File: config.mk
export PLATFORM = sky130hd
export DESIGN_NAME = bram_arbiter
export DESIGN_NICKNAME = d
export VERILOG_FILES = /design/src/rtl/bram_arbiter_pkg.sv /design/src/rtl/bram_rd_tag_pipe.sv /design/src/rtl/bram_arbiter.sv
export SDC_FILE = /design/constraint.sdc
export NUM_CORES = 1
export LEC_CHECK = 0
export ABC_AREA = 0
export BUFFER_PORTS_ARGS = -buffer_cell sky130_fd_sc_hd__buf_2
export CAP_MARGIN = 20
export CORE_MARGIN = 4
export CORE_UTILIZATION = 42
export DETAILED_ROUTE_END_ITERATION = 8
export PLACE_DENSITY = 0.77
export SLEW_MARGIN = 20
export SYNTH_ARGS = -nofsm -noshare
export SYNTH_HDL_FRONTEND = slang
export SYNTH_SLANG_ARGS = --single-unit
export TNS_END_PERCENT = 10
File: constraint.sdc
create_clock -name clk -period 1.8 [get_ports clk]
set_input_delay 0.36 -clock clk [delete_from_list [all_inputs] [get_ports clk]]
set_output_delay 0.36 -clock clk [all_outputs]
set_load 0.02 [all_outputs]
File: src/rtl/bram_arbiter_pkg.sv
`default_nettype none
// ============================================================================
// Module      : bram_arbiter_pkg
// Description : Shared types and constants for the BRAM arbiter: requester
//               identifiers, the read-return tag carried through the latency
//               pipe, the BRAM geometry that sets the default address width,
//               and a helper that applies a per-port flush to a tag.
// Revision    : 1.0 - initial release
// ============================================================================
package bram_arbiter_pkg;

    // Requester identifiers carried in the read-return tag.
    typedef enum logic [1:0] {
        ARB_LD = 2'd0,
        ARB_DM = 2'd1,
        ARB_IM = 2'd2
    } arb_port_t;

    // BRAM depth in words; the default word-address width is derived from it.
    localparam int BRAM_SIZE   = 524288;
    localparam int BRAM_ADDR_W = $clog2(BRAM_SIZE);

    // One entry of the read-return pipe.
    typedef struct packed {
        logic      valid;
        arb_port_t port;
    } rd_tag_t;

    // Drops the valid bit of a tag owned by the flushed port.
    function automatic rd_tag_t tag_flush(input rd_tag_t   tag,
                                          input logic      flush,
                                          input arb_port_t port);
        rd_tag_t t;
        t = tag;
        if (flush && (tag.port == port)) begin
            t.valid = 1'b0;
        end
        return t;
    endfunction

endpackage : bram_arbiter_pkg
`default_nettype wire

File: src/rtl/bram_rd_tag_pipe.sv
`default_nettype none
// ============================================================================
// Module      : bram_rd_tag_pipe
// Description : RD_LAT-deep shift register of read-return tags. Each cycle a
//               new tag enters at the head; the tail tag lines up with the
//               BRAM read data of the access that produced it. A flush clears
//               the valid bit of every tag belonging to flush_port, including
//               the tag entering this cycle.
// Ports       : clk        - system clock
//               rstn       - synchronous active-low reset (clears all stages)
//               in_tag     - tag of this cycle's BRAM access
//               flush      - drop tags owned by flush_port
//               flush_port - requester whose tags are dropped
//               tail_tag   - tag whose read data is on the BRAM output now
// Revision    : 1.0 - initial release
// ============================================================================
module bram_rd_tag_pipe
    import bram_arbiter_pkg::*;
#(
    parameter int RD_LAT = 2
) (
    input  logic      clk,
    input  logic      rstn,
    input  rd_tag_t   in_tag,
    input  logic      flush,
    input  arb_port_t flush_port,
    output rd_tag_t   tail_tag
);

    rd_tag_t r_stage [RD_LAT];
    rd_tag_t w_src   [RD_LAT];

    // Source of each stage: the new tag for the head, the previous stage
    // otherwise.
    always_comb begin
        w_src[0] = in_tag;
        for (int i = 1; i < RD_LAT; i++) begin
            w_src[i] = r_stage[i-1];
        end
    end

    always_ff @(posedge clk) begin
        if (!rstn) begin
            for (int i = 0; i < RD_LAT; i++) begin
                r_stage[i] <= '0;
            end
        end else begin
            for (int i = 0; i < RD_LAT; i++) begin
                r_stage[i] <= tag_flush(w_src[i], flush, flush_port);
            end
        end
    end

    // The tail is already returning its data this cycle, so a flush does not
    // retract it.
    assign tail_tag = r_stage[RD_LAT-1];

endmodule : bram_rd_tag_pipe
`default_nettype wire

File: src/rtl/bram_arbiter.sv
`default_nettype none
// ============================================================================
// Module      : bram_arbiter
// Description : Shares one single-port BRAM between the program loader (LD),
//               execute-stage load/store (DM) and instruction fetch (IM).
//               Fixed priority LD > DM > IM, with IM promoted over DM after
//               STARVE_MAX consecutive denied cycles. Reads return after a
//               fixed RD_LAT cycles with a per-requester rvalid; im_flush
//               drops IM reads still in flight.
// Options     : define BRAM_ARB_PERF_EN to add the 32-bit performance counters
//               perf_gnt_ld/dm/im (accepted requests per port) and
//               perf_conflict (cycles with two or more requests).
// Ports       : clk, rstn           - clock, synchronous active-low reset
//               {ld,dm,im}_req      - request valid
//               {ld,dm}_we          - write enable (IM is read-only)
//               {ld,dm,im}_addr     - word address
//               {ld,dm}_wdata       - write data
//               {ld,dm,im}_gnt      - request accepted this cycle
//               {ld,dm,im}_rvalid   - read data valid on rdata
//               rdata               - returned read data (shared)
//               im_flush            - drop in-flight IM reads
//               mem_en/we/addr/wdata- BRAM request side
//               mem_rdata           - BRAM read data (RD_LAT after mem_en)
// Revision    : 1.0 - initial release
// ============================================================================
module bram_arbiter
    import bram_arbiter_pkg::*;
#(
    parameter int ADDR_W     = BRAM_ADDR_W,
    parameter int DATA_W     = 32,
    parameter int RD_LAT     = 2,
    parameter int STARVE_MAX = 4
) (
    input  logic              clk,
    input  logic              rstn,
    input  logic              ld_req,
    input  logic              dm_req,
    input  logic              im_req,
    input  logic              ld_we,
    input  logic              dm_we,
    input  logic [ADDR_W-1:0] ld_addr,
    input  logic [ADDR_W-1:0] dm_addr,
    input  logic [ADDR_W-1:0] im_addr,
    input  logic [DATA_W-1:0] ld_wdata,
    input  logic [DATA_W-1:0] dm_wdata,
    output logic              ld_gnt,
    output logic              dm_gnt,
    output logic              im_gnt,
    output logic              ld_rvalid,
    output logic              dm_rvalid,
    output logic              im_rvalid,
    output logic [DATA_W-1:0] rdata,
    input  logic              im_flush,
`ifdef BRAM_ARB_PERF_EN
    output logic [31:0]       perf_gnt_ld,
    output logic [31:0]       perf_gnt_dm,
    output logic [31:0]       perf_gnt_im,
    output logic [31:0]       perf_conflict,
`endif
    output logic              mem_en,
    output logic              mem_we,
    output logic [ADDR_W-1:0] mem_addr,
    output logic [DATA_W-1:0] mem_wdata,
    input  logic [DATA_W-1:0] mem_rdata
);

    localparam logic [3:0] c_starve_max = 4'(STARVE_MAX);

    logic [3:0]        r_starve_cnt;
    logic              w_promote;
    logic              w_ld_gnt;
    logic              w_dm_gnt;
    logic              w_im_gnt;
    logic              w_any_gnt;

    arb_port_t         w_port;
    logic              w_we;
    logic [ADDR_W-1:0] w_addr;
    logic [DATA_W-1:0] w_wdata;
    logic [ADDR_W-1:0] r_addr_hold;
    logic [DATA_W-1:0] r_wdata_hold;

    rd_tag_t           w_in_tag;
    rd_tag_t           w_tail_tag;
    logic              w_tail_valid;
    logic [DATA_W-1:0] r_rdata;

    // ------------------------------------------------------------------
    // Arbitration. IM is promoted over DM (never over LD) once it has been
    // denied STARVE_MAX cycles in a row. Requests are ignored in reset.
    // ------------------------------------------------------------------
    assign w_promote = im_req && (r_starve_cnt == c_starve_max);
    assign w_ld_gnt  = rstn && ld_req;
    assign w_dm_gnt  = rstn && !ld_req && dm_req && !w_promote;
    assign w_im_gnt  = rstn && !ld_req && im_req && (!dm_req || w_promote);
    assign w_any_gnt = w_ld_gnt || w_dm_gnt || w_im_gnt;

    assign ld_gnt = w_ld_gnt;
    assign dm_gnt = w_dm_gnt;
    assign im_gnt = w_im_gnt;

    always_ff @(posedge clk) begin
        if (!rstn) begin
            r_starve_cnt <= '0;
        end else if (!im_req || w_im_gnt) begin
            r_starve_cnt <= '0;
        end else if (r_starve_cnt != c_starve_max) begin
            r_starve_cnt <= r_starve_cnt + 4'd1;
        end
    end

    // ------------------------------------------------------------------
    // Winner mux onto the BRAM. When idle, address and write data keep
    // their previous value so the BRAM pins do not toggle needlessly.
    // ------------------------------------------------------------------
    always_comb begin
        w_port  = ARB_LD;
        w_we    = 1'b0;
        w_addr  = r_addr_hold;
        w_wdata = r_wdata_hold;
        if (w_ld_gnt) begin
            w_port  = ARB_LD;
            w_we    = ld_we;
            w_addr  = ld_addr;
            w_wdata = ld_wdata;
        end else if (w_dm_gnt) begin
            w_port  = ARB_DM;
            w_we    = dm_we;
            w_addr  = dm_addr;
            w_wdata = dm_wdata;
        end else if (w_im_gnt) begin
            w_port  = ARB_IM;
            w_addr  = im_addr;
        end
    end

    always_ff @(posedge clk) begin
        if (!rstn) begin
            r_addr_hold  <= '0;
            r_wdata_hold <= '0;
        end else begin
            r_addr_hold  <= w_addr;
            r_wdata_hold <= w_wdata;
        end
    end

    assign mem_en    = w_any_gnt;
    assign mem_we    = w_we;
    assign mem_addr  = w_addr;
    assign mem_wdata = w_wdata;

    // ------------------------------------------------------------------
    // Read return. Writes enter the pipe as invalid tags so every slot
    // stays aligned with the BRAM's fixed read latency.
    // ------------------------------------------------------------------
    assign w_in_tag.valid = w_any_gnt && !w_we;
    assign w_in_tag.port  = w_port;

    bram_rd_tag_pipe #(
        .RD_LAT (RD_LAT)
    ) u_tag_pipe (
        .clk        (clk),
        .rstn       (rstn),
        .in_tag     (w_in_tag),
        .flush      (im_flush),
        .flush_port (ARB_IM),
        .tail_tag   (w_tail_tag)
    );

    // Gated by rstn so a tag reaching the tail during reset never pulses.
    assign w_tail_valid = rstn && w_tail_tag.valid;

    assign ld_rvalid = w_tail_valid && (w_tail_tag.port == ARB_LD);
    assign dm_rvalid = w_tail_valid && (w_tail_tag.port == ARB_DM);
    assign im_rvalid = w_tail_valid && (w_tail_tag.port == ARB_IM);

    // rdata passes the BRAM output through in the return cycle and otherwise
    // shows the last returned word, which is cleared by reset.
    always_ff @(posedge clk) begin
        if (!rstn) begin
            r_rdata <= '0;
        end else if (w_tail_valid) begin
            r_rdata <= mem_rdata;
        end
    end

    assign rdata = w_tail_valid ? mem_rdata : r_rdata;

`ifdef BRAM_ARB_PERF_EN
    // ------------------------------------------------------------------
    // Performance counters, wrapping modulo 2^32.
    // ------------------------------------------------------------------
    logic [31:0] r_perf_ld;
    logic [31:0] r_perf_dm;
    logic [31:0] r_perf_im;
    logic [31:0] r_perf_conflict;
    logic        w_conflict;

    assign w_conflict = (ld_req && dm_req) || (ld_req && im_req) || (dm_req && im_req);

    always_ff @(posedge clk) begin
        if (!rstn) begin
            r_perf_ld       <= '0;
            r_perf_dm       <= '0;
            r_perf_im       <= '0;
            r_perf_conflict <= '0;
        end else begin
            if (w_ld_gnt) r_perf_ld <= r_perf_ld + 32'd1;
            if (w_dm_gnt) r_perf_dm <= r_perf_dm + 32'd1;
            if (w_im_gnt) r_perf_im <= r_perf_im + 32'd1;
            if (w_conflict) r_perf_conflict <= r_perf_conflict + 32'd1;
        end
    end

    assign perf_gnt_ld   = r_perf_ld;
    assign perf_gnt_dm   = r_perf_dm;
    assign perf_gnt_im   = r_perf_im;
    assign perf_conflict = r_perf_conflict;
`endif

endmodule : bram_arbiter
`default_nettype wire

==> results of run 1 <==
-- timing repair --
item / 4_1_cts / 5_1_grt
resized for setup: 101 / 94
gates cloned: 1 / 2
endpoints found under the setup margin: 108 / 120
buffers inserted: 14 / 4
endpoints found under the hold margin: 0 / 0
pin swaps: 9 / 19
-- cells by family (layout without fill, tap and decap cells) --
| group | after synthesis | count (layout) |
|---|---|---|
| adders and majority gates | 2 | 2 |
| buffers and inverters | 58 | 367 |
| and+or+nand+nor | 270 | 270 |
| muxes | 70 | 70 |
| DFF | 93 | 93 |
| AOI/OAI and AO/OA | 131 | 131 |
| xor gates and xnor gates | 2 | 2 |
-- layout make-up --
type / count / area [µm²]
clock inverter: 6 / 111.4
fill: 970 / 3617
inverter: 5 / 18.77
sequential: 93 / 1866
tap: 168 / 210.2
multi-input combinational: 475 / 3486
timing repair buffer: 346 / 2574
clock buffer: 10 / 229.0
-- stage by stage --
step                TNS, ns  instances  power [µW]
floorplan            -2.754        626        3173
CTS                  -25.69       1100        6094
detailed placement   -11.21       1069        3791
global placement     -9.173       1069        3769
finish               -26.51       1103        6201
global route         -31.92       1103        6452
-- sequential cells by signal, summed over array words and instances, names as in the netlist --
name and flops:
r_rdata 32, u_tag_pipe.r_stage 6, r_starve_cnt 4, r_wdata_hold 32
r_addr_hold 19
-- synth_stat cells, types with 2 or more instances --
cell type and n:
dfxtp_1 93, nor2_1 68, nor3_1 66, o21ai_1 40, mux2i_1 38, a21oi_1 36
nand2_1 36, and2_1 35, nand2b_1 32, o21ai_0 31, buf_2 22, and3_1 21
clkbuf_1 17, mux2_1 16, mux2_2 16, a41oi_2 14, buf_6 7, a41oi_1 5
buf_4 4, inv_1 4, ha_1 2, nand3_1 2, nand3b_4 2, nor3b_1 2
xnor2_1 2
-- worst paths after layout --
path         cells after the start  slack [ns]                startpoint                  endpoint
max                             10       -0.55           r_starve_cnt[1]               mem_addr[2]
min                              2        0.22                  im_flush  u_tag_pipe.r_stage[0][5]
max reg2reg                     15       -0.19           r_starve_cnt[1]           r_starve_cnt[1]
min reg2reg                      2        0.43  u_tag_pipe.r_stage[0][2]  u_tag_pipe.r_stage[0][5]
-- where the power goes --
group | leakage, µW | internal [µW] | switching (µW)
clock network | 0.000163 | 1360 | 812
logic | 0.00308 | 863 | 926
registers | 0.000767 | 2180 | 63.3
total | 0.00401 | 4400 | 1800
-- routing by layer --
| layer | vias up | track usage | share of wire |
|---|---|---|---|
| met3 | 35 | 0.03864 | 0.052 |
| li1 | 2799 | - | - |
| met2 | 196 | 0.4085 | 0.53 |
| met5 | - | 0 | 0 |
| met1 | 2658 | 0.2492 | 0.39 |
| met4 | 0 | 0.09377 | 0.027 |
==> results_dict.tcl, run 1 <==
set metrics [dict create \
    fin_util 0.7013 \
    grtUsageTotal 0.2212 \
    yosys_register_bits 93 \
    syn_inst 626 \
    worst_setup_path_start_kind "flop" \
    synth_fa_ha_area_frac 0.004789 \
    path_buf_inv 5 \
    ys.flop_type "dfxtp_1" \
    rsz0062_at_grt "true" \
    numPortBuffers 251 \
    rows 40 \
    synth_xor_area_frac 0.003352 \
    dpl-instance-area_um2 7386 \
    final_cell_mix "186 x buf_2, 98 x buf_4, 90 x dfxtp_1, 67 x nor2_1, 66 x nor3_1" \
    synth_area_leaders "dfxtp_1 36%, mux2i_1 7.3%, nor3_1 6.3%, nor2_1 4.9%, a41oi_2 4.4%" \
    syn_avg_cell_area_um2 8.347 \
    fin_crit_sh 1.303 \
    yosysTopAreaCellShare 0.3563 \
    cts_tree "built" \
    post-place-ws_ns -0.2280 \
    antenna_found_initial 0 \
    grt_overflow 0 \
    critical_path_peak_fanout 7 \
    yosys.area_share.simple 0.2670 \
    dieArea_um2 14290 \
    wirelength_um 17920 \
    final_area_um2 8494 \
    root_buffer "clkbuf_16" \
    cp_slowest_cell "dfxtp_2" \
    synth_top_family_by_area "simple AND/OR/NAND/NOR gates" \
    cp_data_required_time_ns 1.44 \
    cts_buffers 9 \
    drv_slew 0 \
    grt_pass1_vias 5517 \
    antenna_left 0 \
    gp_congestion 0.8197 \
    clk_latency_ns 0.34 \
    hold_buffers 0 \
    critical-path-top-delay-family "buffers and inverters" \
    yosysWarnings 0 \
    synth.area.mux_share 0.1418 \
    routedWlPerCell_um 16.25 \
    cp-end-kind "output port" \
    synthToLayoutAreaGrowth_pct 62.57 \
    timing.final.ws_setup_ns -0.5459 \
    fmax_ghz 0.4263 \
    synth-async-reset-ratio 0 \
    syn_nets 789 \
    grt_pass1_wl_um 26030 \
    finClkSkew_ns 0.01040 \
    violations "negative setup slack" \
    die_x_um 119.5 \
    ys_types 40 \
    drc 0 \
    crit_type "reg2out" \
    min_period_ns 2.346 \
    ios 252 \
    hold_slack_ns 0.2232 \
    worst_pin_slew_ns 0.2892 \
    final_layout_size_suffix_gt1_frac 0.5241 \
    min_path_type "in2reg" \
    clock-sinks 93 \
    path_cells "inv_2, ha_4, buf_6, nand3b_4, a21oi_4, buf_12, buf_12, mux2i_4, o21ai_2, buf_6" \
    power_leakage_uw 0.004013 \
    dr.pass1.iters 4 \
    synth_top_area_cell "dfxtp_1" \
    post_drt_via_cell_ratio 5.157 \
    relSlewSlack 0.8072 \
    crit_path_max_incr_delay_ns 0.32 \
    synth_edf_count 0 \
    final_common_cell "buf_2" \
    synth-compound-area-share 0.1645 \
    die_h_um 119.5 \
    dr.first_iter.drc_count 338 \
    cap_viol_max_count 0 \
    htreeDepth 3 \
    status "complete, but fails checks" \
    power_density_nw_per_um2 730.0 \
    diodes 0 \
    clockBufferDepth 2 \
    finalHoldViolations 0 \
    vias 5688 \
    setup_viol 58 \
    core_um2 12110 \
    arrival_ns 1.99 \
    path_clk_slew_ns 0.07 \
    syn_area_um2 5225 \
    grt_start_max_net_pins 42 \
    start_util 0.4314 \
    vdd_ir_drop_max_uv 473.7 \
    fin_nets 1093 \
    hpwlAfterDp_um 11870 \
    ys_seq_area_frac 0.3563 \
]
No activity file was read; power rests on OpenSTA's default activity.
==> run 2: changes to the inputs <==
- SKIP_CTS_REPAIR_TIMING: default -> 1
==> results_dict.tcl, run 2 (synthesis results as in run 1) <==
set metrics [dict create \
    power_density_nw_per_um2 739.9 \
    worst_setup_path_start_kind "flop" \
    numPortBuffers 251 \
    cp-end-kind "output port" \
    power.net_switching_uw 1759 \
    relSlewSlack 0.8099 \
    wirelength_um 16970 \
    vias 5601 \
    grt_pass1_vias 5315 \
    rows 40 \
    vdd_ir_drop_max_uv 460.9 \
    final_cells 1092 \
    clk_latency_ns 0.34 \
    cap_viol_max_count 0 \
    gp_congestion 0.8197 \
    grt_overflow 0 \
    final_layout_size_suffix_gt1_frac 0.5054 \
    fin_nets 1082 \
    drv_slew 0 \
    core_um2 12110 \
    status "complete, but fails checks" \
    fin_crit_sh 1.293 \
    hold_depth 2 \
    final_cell_mix "195 x buf_2, 90 x dfxtp_1, 83 x buf_4, 66 x nor3_1, 63 x nor2_1" \
    switching_share 0.2875 \
    worst_pin_slew_ns 0.2852 \
    setup_viol 76 \
    die_h_um 119.5 \
    htreeDepth 3 \
    path_clk_slew_ns 0.07 \
    routedWlPerCell_um 15.54 \
    multiInputGateArea_um2 3401 \
    drc 0 \
    cts_tree "built" \
    grt_pass1_wl_um 24780 \
    hold_end "u_tag_pipe.r_stage[0][5]" \
    rsz0062_at_grt "true" \
    seq_area_um2 1866 \
    antenna_left 0 \
    power.internal_uw 4358 \
    min-delay-start "im_flush" \
    seq_power_share 0.366 \
    finClkSkew_ns 0.01092 \
    critical_path_peak_fanout 8 \
    violations "negative setup slack" \
    power.total_uw 6117 \
    root_buffer "clkbuf_16" \
    ios 252 \
    die_x_um 119.5 \
    finalHoldViolations 0 \
    crit_type "reg2out" \
    combPwrFrac 0.281 \
    start_util 0.4314 \
    dieArea_um2 14290 \
    timing.final.ws_setup_ns -0.5273 \
    dr.first_iter.drc_count 325 \
    min_period_ns 2.327 \
    grt_start_max_net_pins 42 \
    dp.cells 1069 \
    grtUsageTotal 0.2091 \
    post_drt_via_cell_ratio 5.129 \
    clock-sinks 93 \
    arrival_ns 1.97 \
    largest_registers "r_rdata x32, r_wdata_hold x32, r_addr_hold x19" \
    power_leakage_uw 0.003930 \
    clockBufferDepth 2 \
    reg2reg_depth 9 \
    diodes 0 \
    clockPowerShare 0.353 \
    fillers 995 \
    final_common_cell "buf_2" \
    hpwlAfterDp_um 11870 \
    cts_buffers 9 \
    rr_startpoint "r_starve_cnt[1]" \
    synthToLayoutAreaGrowth_pct 58.21 \
    cp_data_required_time_ns 1.44 \
    dr.pass1.iters 4 \
    min_path_type "in2reg" \
    fmax_ghz 0.4297 \
    antenna_found_initial 0 \
    r2r_slack_ns -0.04 \
    reg2reg_to "r_wdata_hold[18]" \
]
==> run 2: changes by cell type in the layout (fill, tap and decap cells not counted) <==
cell,previous run,this run
buf_4,98,83
o21ai_2,35,22
o21ai_1,34,46
buf_2,186,195
buf_6,41,37
mux2i_4,4,0
nor2_1,67,63
nor2_2,1,5
mux2i_1,31,34
buf_16,2,0
clkbuf_16,11,12
mux2i_2,3,4
o21ai_0,2,3
==> run 2: layout make-up <==
type | count | share of cell area
well taps | 168 | 0.02543
clock inverters | 6 | 0.01347
multi-input cells | 475 | 0.4114
flip-flops and latches | 93 | 0.2257
inverters | 5 | 0.002270
clock buffers | 10 | 0.02770
repair buffers | 335 | 0.2941
==> run 2: per-stage QoR <==
step	setup TNS (ns)	hold slack (ns)	instance area, µm²	utilization	setup slack [ns]
final	-25.83	0.2251	8267	0.6825	-0.5273
after global routing	-33.40	0.2149	8267	0.6825	-0.6206
after CTS	-32.69	0.2184	7726	0.6379	-0.6035
after detailed placement	-11.21	0.4227	7386	0.6098	-0.2280
after global placement	-9.173	0.4229	7386	0.6098	-0.1709
after floorplan	-2.754	0.4069	5465	-	-0.07586
==> run 2: how the worst max path moves through the flow <==
stage               startpoint      endpoint  cells past startpoint
2_1_floorplan  r_starve_cnt[1]  mem_addr[11]                      7
3_3_place_gp   r_starve_cnt[1]  mem_addr[13]                      9
3_5_place_dp   r_starve_cnt[1]  mem_addr[13]                      9
4_1_cts        r_starve_cnt[1]  mem_addr[13]                      9
5_1_grt        r_starve_cnt[1]  mem_addr[16]                      8
6_report       r_starve_cnt[1]  mem_addr[16]                      9
==> run 2: power by group through the flow <==
stage | clock (µW) | sequential, µW | combinational [µW]
floorplan | 0 | 2270 | 908
global placement | 0 | 2270 | 1500
detailed placement | 0 | 2280 | 1510
CTS | 2200 | 2230 | 1520
global route | 2290 | 2250 | 1840
finish | 2160 | 2240 | 1720
==> run 2: worst max-delay path, stage by stage, from the launching register on <==
cell and delay (ns):
dfxtp_2 0.33, inv_2 0.07, ha_4 0.13, buf_6 0.10, nand3b_4 0.09, a21oi_4 0.26, buf_12 0.18, mux2i_1 0.21
o21ai_1 0.09, buf_2 0.17
==> run 2: metal layers <==
| layer | wire length, µm | vias to the layer above | global-route usage | part of all wire |
|---|---|---|---|---|
| met5 | 0 | - | 0 | 0 |
| met4 | 426 | 0 | 0.08590 | 0.025 |
| met3 | 857 | 33 | 0.03440 | 0.050 |
| met2 | 8627 | 189 | 0.3789 | 0.51 |
| met1 | 7062 | 2602 | 0.2439 | 0.42 |
| li1 | - | 2777 | - | - |
